<file path="config.mk">
export PLATFORM = sky130hd
export DESIGN_NAME = key_cmd_decoder
export DESIGN_NICKNAME = d
export VERILOG_FILES = /design/src/rtl/tank_pkg.sv /design/src/rtl/key_player_ctrl.sv /design/src/rtl/key_cmd_decoder.sv
export SDC_FILE = /design/constraint.sdc
export NUM_CORES = 1
export LEC_CHECK = 0
export CELL_PAD_IN_SITES_DETAIL_PLACEMENT = 2
export CELL_PAD_IN_SITES_GLOBAL_PLACEMENT = 2
export CORE_ASPECT_RATIO = 0.5
export CORE_MARGIN = 4
export CORE_UTILIZATION = 29
export DETAILED_ROUTE_END_ITERATION = 10
export PLACE_DENSITY = 0.76
export SYNTH_ARGS = -nofsm -noshare
export SYNTH_HDL_FRONTEND = slang
export SYNTH_SLANG_ARGS = --single-unit
</file>
<file path="constraint.sdc">
create_clock -name Clk -period 1.6 [get_ports Clk]
set_input_delay 0.24 -clock Clk [delete_from_list [all_inputs] [get_ports Clk]]
set_output_delay 0.24 -clock Clk [all_outputs]
set_load 0.1 [all_outputs]
</file>
<file path="src/rtl/tank_pkg.sv">
// rtl/tank_pkg.sv - shared types, keycodes and helpers for the keyboard command decoder
package tank_pkg;

  // Move command driven to the game logic; 5..7 are never produced
  typedef enum logic [2:0] {
    DIR_NONE  = 3'd0,
    DIR_UP    = 3'd1,
    DIR_DOWN  = 3'd2,
    DIR_LEFT  = 3'd3,
    DIR_RIGHT = 3'd4
  } dir_t;

  // Report handshake states
  typedef enum logic {
    ST_IDLE   = 1'b0,
    ST_DECODE = 1'b1
  } fsm_t;

  localparam int SLOT_W    = 8;
  localparam int NUM_SLOTS = 4;
  localparam int NUM_KEYS  = 10;

  // USB HID usage codes for the mapped keys
  localparam logic [SLOT_W-1:0] KEY_P1_UP    = 8'h1A;  // W
  localparam logic [SLOT_W-1:0] KEY_P1_DOWN  = 8'h16;  // S
  localparam logic [SLOT_W-1:0] KEY_P1_LEFT  = 8'h04;  // A
  localparam logic [SLOT_W-1:0] KEY_P1_RIGHT = 8'h07;  // D
  localparam logic [SLOT_W-1:0] KEY_P1_FIRE  = 8'h14;  // Q
  localparam logic [SLOT_W-1:0] KEY_P2_UP    = 8'h52;  // Up arrow
  localparam logic [SLOT_W-1:0] KEY_P2_DOWN  = 8'h51;  // Down arrow
  localparam logic [SLOT_W-1:0] KEY_P2_LEFT  = 8'h50;  // Left arrow
  localparam logic [SLOT_W-1:0] KEY_P2_RIGHT = 8'h4F;  // Right arrow
  localparam logic [SLOT_W-1:0] KEY_P2_FIRE  = 8'h10;  // M

  // Bit positions inside the held-key vector
  localparam int HK_P1_UP    = 0;
  localparam int HK_P1_DOWN  = 1;
  localparam int HK_P1_LEFT  = 2;
  localparam int HK_P1_RIGHT = 3;
  localparam int HK_P1_FIRE  = 4;
  localparam int HK_P2_UP    = 5;
  localparam int HK_P2_DOWN  = 6;
  localparam int HK_P2_LEFT  = 7;
  localparam int HK_P2_RIGHT = 8;
  localparam int HK_P2_FIRE  = 9;

  // Fixed direction priority: UP > DOWN > LEFT > RIGHT
  function automatic dir_t pick_dir(input logic up, input logic down,
                                    input logic left, input logic right);
    if (up)         return DIR_UP;
    else if (down)  return DIR_DOWN;
    else if (left)  return DIR_LEFT;
    else if (right) return DIR_RIGHT;
    else            return DIR_NONE;
  endfunction

endpackage

</file>
<file path="src/rtl/key_player_ctrl.sv">
// rtl/key_player_ctrl.sv - per-player direction priority, fire edge and cooldown (KEY_AUTO_FIRE_EN enables auto-fire)
module key_player_ctrl
  import tank_pkg::*;
#(
  parameter int FIRE_COOLDOWN = 16
) (
  input  logic       Clk,
  input  logic       Reset,
  input  logic       frame_tick,
  input  logic       i_up,
  input  logic       i_down,
  input  logic       i_left,
  input  logic       i_right,
  input  logic       i_fire,
  output logic [2:0] o_dir,
  output logic       o_fire
);

  localparam logic [7:0] COOLDOWN_LD = 8'(FIRE_COOLDOWN);

  dir_t       r_dir;
  logic       r_fire;
  logic       r_prev_fire;
  logic [7:0] r_cd;

  logic [7:0] w_cd_dec;
  logic       w_fire_go;

  // Cooldown as it stands after this tick's decrement; fire is judged on that value
  always_comb begin
    w_cd_dec = (r_cd != 8'd0) ? (r_cd - 8'd1) : 8'd0;
`ifdef KEY_AUTO_FIRE_EN
    w_fire_go = i_fire && (w_cd_dec == 8'd0);
`else
    w_fire_go = i_fire && !r_prev_fire && (w_cd_dec == 8'd0);
`endif
  end

  // Frame-rate update of direction, fire pulse, press history and cooldown
  always_ff @(posedge Clk) begin
    if (Reset) begin
      r_dir       <= DIR_NONE;
      r_fire      <= 1'b0;
      r_prev_fire <= 1'b0;
      r_cd        <= 8'd0;
    end else begin
      r_fire <= 1'b0;
      if (frame_tick) begin
        r_dir       <= pick_dir(i_up, i_down, i_left, i_right);
        r_prev_fire <= i_fire;
        r_fire      <= w_fire_go;
        r_cd        <= w_fire_go ? COOLDOWN_LD : w_cd_dec;
      end
    end
  end

  assign o_dir  = r_dir;
  assign o_fire = r_fire;

endmodule

</file>
<file path="src/rtl/key_cmd_decoder.sv">
// rtl/key_cmd_decoder.sv - USB keyboard report decoder for two players (KEY_AUTO_FIRE_EN enables auto-fire)
module key_cmd_decoder
  import tank_pkg::*;
#(
  parameter int FIRE_COOLDOWN = 16
) (
  input  logic                        Clk,
  input  logic                        Reset,
  input  logic                        kc_valid,
  input  logic [NUM_SLOTS*SLOT_W-1:0] kc_in,
  output logic                        kc_ready,
  input  logic                        frame_tick,
  output logic [2:0]                  p1_dir,
  output logic                        p1_fire,
  output logic [2:0]                  p2_dir,
  output logic                        p2_fire
);

  fsm_t                        r_state;
  fsm_t                        w_state_nxt;
  logic                        w_accept;
  logic                        w_decode;
  logic [NUM_SLOTS*SLOT_W-1:0] r_kc;
  logic [NUM_KEYS-1:0]         r_held;
  logic [NUM_KEYS-1:0]         w_held_nxt;

  // Handshake state register
  always_ff @(posedge Clk) begin
    if (Reset) r_state <= ST_IDLE;
    else       r_state <= w_state_nxt;
  end

  // Next state: accept in IDLE, spend exactly one cycle in DECODE
  always_comb begin
    w_state_nxt = r_state;
    case (r_state)
      ST_IDLE:   if (kc_valid) w_state_nxt = ST_DECODE;
      ST_DECODE: w_state_nxt = ST_IDLE;
      default:   w_state_nxt = ST_IDLE;
    endcase
  end

  // Handshake outputs decoded from the state
  always_comb begin
    kc_ready = (r_state == ST_IDLE);
    w_decode = (r_state == ST_DECODE);
    w_accept = kc_ready && kc_valid;
  end

  // Report capture and held-key replacement; a tick in the same cycle still sees the old vector
  always_ff @(posedge Clk) begin
    if (Reset) begin
      r_kc   <= '0;
      r_held <= '0;
    end else begin
      if (w_accept) r_kc <= kc_in;
      if (w_decode) r_held <= w_held_nxt;
    end
  end

  // A key is held if its code appears in any slot; empty and unknown codes fall through
  always_comb begin
    w_held_nxt = '0;
    for (int s = 0; s < NUM_SLOTS; s++) begin
      case (r_kc[s*SLOT_W +: SLOT_W])
        KEY_P1_UP:    w_held_nxt[HK_P1_UP]    = 1'b1;
        KEY_P1_DOWN:  w_held_nxt[HK_P1_DOWN]  = 1'b1;
        KEY_P1_LEFT:  w_held_nxt[HK_P1_LEFT]  = 1'b1;
        KEY_P1_RIGHT: w_held_nxt[HK_P1_RIGHT] = 1'b1;
        KEY_P1_FIRE:  w_held_nxt[HK_P1_FIRE]  = 1'b1;
        KEY_P2_UP:    w_held_nxt[HK_P2_UP]    = 1'b1;
        KEY_P2_DOWN:  w_held_nxt[HK_P2_DOWN]  = 1'b1;
        KEY_P2_LEFT:  w_held_nxt[HK_P2_LEFT]  = 1'b1;
        KEY_P2_RIGHT: w_held_nxt[HK_P2_RIGHT] = 1'b1;
        KEY_P2_FIRE:  w_held_nxt[HK_P2_FIRE]  = 1'b1;
        default: ;
      endcase
    end
  end

  key_player_ctrl #(.FIRE_COOLDOWN(FIRE_COOLDOWN)) u_p1 (
    .Clk        (Clk),
    .Reset      (Reset),
    .frame_tick (frame_tick),
    .i_up       (r_held[HK_P1_UP]),
    .i_down     (r_held[HK_P1_DOWN]),
    .i_left     (r_held[HK_P1_LEFT]),
    .i_right    (r_held[HK_P1_RIGHT]),
    .i_fire     (r_held[HK_P1_FIRE]),
    .o_dir      (p1_dir),
    .o_fire     (p1_fire)
  );

  key_player_ctrl #(.FIRE_COOLDOWN(FIRE_COOLDOWN)) u_p2 (
    .Clk        (Clk),
    .Reset      (Reset),
    .frame_tick (frame_tick),
    .i_up       (r_held[HK_P2_UP]),
    .i_down     (r_held[HK_P2_DOWN]),
    .i_left     (r_held[HK_P2_LEFT]),
    .i_right    (r_held[HK_P2_RIGHT]),
    .i_fire     (r_held[HK_P2_FIRE]),
    .o_dir      (p2_dir),
    .o_fire     (p2_fire)
  );

endmodule
</file>
==> metrics <==
outcome finished, violations left; failing checks negative setup slack; Netlist cell types 50; synth top area cells dfxtp_1, nand2_1, a21oi_1; share of post-route cells with drive strength above 1 29.5%; CTS Sinks 69; relative slew slack 67.2%; die width 161 µm; maxcap violations 0; slack of the critical path -0.103 ns; number of CTS-inserted buffers 9; Post-synth EDFFs 0; Fin Clk Skew 0.00868 ns; Chip Height 84.3 µm; number of I/O pins 45; Max Fclk 587 MHz; pwr dens 1530 nW/µm²; P_leak 1.94 nW; Final #Nets 562; Syn Area/Cell 7.79 µm²; period utilization 106%; CP startpoint kind flop; Area Growth Syn to Fin 53.5%; Max Root-Sink Buffers 2; Tot Pwr 7.91 mW; Finish-stage setup viols 7; Max H-tree Level 3; CTS tree built; worst skew pair latency 0.34 ns; Worst VDD drop 0.000662 V; hpwl dp 8370 µm; Placeable Area 11200 µm²; DRC Markers 0; FILL cells 1207; initial core utilization 30.2%; first-pass GRT wire length 19800 µm; Yosys warning count 0; RSZ-0062 raised after global routing true; top post-synthesis cells by count nand2_1, dfxtp_1, nor2_1; Syn Std Cell Area 3370 µm²; post-synth top area cell dfxtp_1; Yosys top cell area share 40.9%; Worst setup EP type flop; Worst Tran Pin Value 0.487 ns; Detailed Route WL 12900 µm; vias 3526; Async SR Flop Fraction 0%; Synthesized Nets 471; total grt overflow 0; row cnt 27; DR WL/cell 18.7 µm; crit path kind reg2reg; final hold vios 0; largest net degree at the start of global routing 68; synthesized flop and latch total 69; initial antenna violation count 0; DRT antenna net count 0; full die area 13500 µm²; Pre-antenna DRT Iters 4; DR vias/cell 5.13; sequential area share after synthesis 40.9%; Mapped Cells 433; main flop type after synthesis dfxtp_1; worst hold path class in2reg; Worst Path Required 1.84 ns; WHS 0.394 ns; CTS Hold Buffers Added 0; gr usage total 18.0%; Reg clk slew, reported paths 0.06 ns; routability cong. 0.826; most common cell in the netlist nand2_1; clock root buffer clkbuf_16; post-layout util 46.3%; critical path peak fanout 3; Final Max Slew Viols 0; initial DRC count 200; ant diodes 0; Buffers on Ports 44; vias in the first global route 3829; clock period minus worst slack 1.70 ns; WP data arrival 1.95 ns
## logic make-up (layout without fill, tap and decap cells)
family	count (synthesis)	count (layout)	share of synthesized area, %
compound gates	89	89	16.4
fa+ha+maj	2	2	0.741
buf+inv	37	133	4.30
flops	69	69	40.9
mux	10	10	2.97
simple gates	226	226	34.7
## area by class of cell
class                           instances  area (µm²)  area share, %
Clock inverter                          4        70.1           1.35
Clock buffer                           12         256           4.95
Sequential cell                        69        1400           27.0
Multi-Input combinational cell        327        2190           42.3
Timing Repair Buffer                  104        1010           19.6
Inverter                               13        52.6           1.01
Tap cell                              159         199           3.84
## through the flow
stage	instances	TNS [ns]	instance area, µm²	setup WS [ns]
final	688	-0.302	5180	-0.103
after global routing	688	-1.06	5180	-0.155
after CTS	687	-0.478	4980	-0.104
after detailed placement	671	-4.11	4490	-0.531
after global placement	671	-3.06	4490	-0.449
after floorplan	433	-0.481	3390	-0.0231
## path summary, 6_finish.rpt
kind / to / slack, ns / cells past startpoint / startpoint
max reg2reg: r_held[6] / -0.10 / 5 / r_kc[2]
min reg2reg: r_kc[2] / 0.48 / 2 / r_kc[2]
min: u_p1.r_cd[2] / 0.39 / 3 / Reset
max: r_held[6] / -0.10 / 5 / r_kc[2]
## power by group
group	switching (mW)	internal, mW	leakage (nW)
Combinational	1.64	1.71	1.21
Clock	0.766	1.45	0.163
Sequential	0.372	1.98	0.570
Total	2.78	5.13	1.94
## layer usage
| layer | up-vias | GRT usage (%) | share of wire [%] |
|---|---|---|---|
| met5 | - | 0 | 0 |
| met4 | 0 | 6.17 | 1.7 |
| met3 | 15 | 3.97 | 3.3 |
| met2 | 60 | 32.0 | 51 |
| met1 | 1734 | 21.7 | 44 |
| li1 | 1717 | - | - |
## sequential cells by signal, indices dropped and copies added, names as in the netlist
signal / flops
r_held: 10
r_kc: 32
r_state: 1
u_p1.o_dir: 3
u_p1.o_fire: 1
u_p1.r_cd: 8
u_p1.r_prev_fire: 1
u_p2.o_dir: 3
u_p2.o_fire: 1
u_p2.r_cd: 8
u_p2.r_prev_fire: 1
## critical path, stage by stage, from the launching register on
cell and delay [ns]:
dfxtp_2 0.33, or4b_4 0.56, nor3b_2 0.19, buf_4 0.15, nand3b_1 0.11, a311oi_2 0.27
## cells in the final DEF (no fill, tap or decap), types with 4 or more instances in the layout
cell	synthesis	layout
nor3_2	0	6
nor2b_1	6	5
o21ai_0	10	8
nor4_4	0	5
nor2_1	51	48
dfxtp_2	0	10
mux2i_1	10	10
a31oi_1	7	7
a211oi_1	5	4
inv_1	13	10
clkdlybuf4s50_1	0	33
dfxtp_1	69	58
buf_12	0	11
clkbuf_16	0	9
or4b_4	3	6
nand4_1	5	5
a311oi_1	7	6
nand2b_1	11	11
nor4b_4	1	5
a21oi_1	44	43
nor3_1	14	7
buf_6	0	4
nand3b_1	6	6
nand2_1	83	81
buf_4	1	54
## what timing repair did
item,CTS,global route
pin swaps,11,8
setup buffers,0,1
setup endpoints to repair,20,28
resized for setup,34,45
No activity file was read; power rests on OpenSTA's default activity.
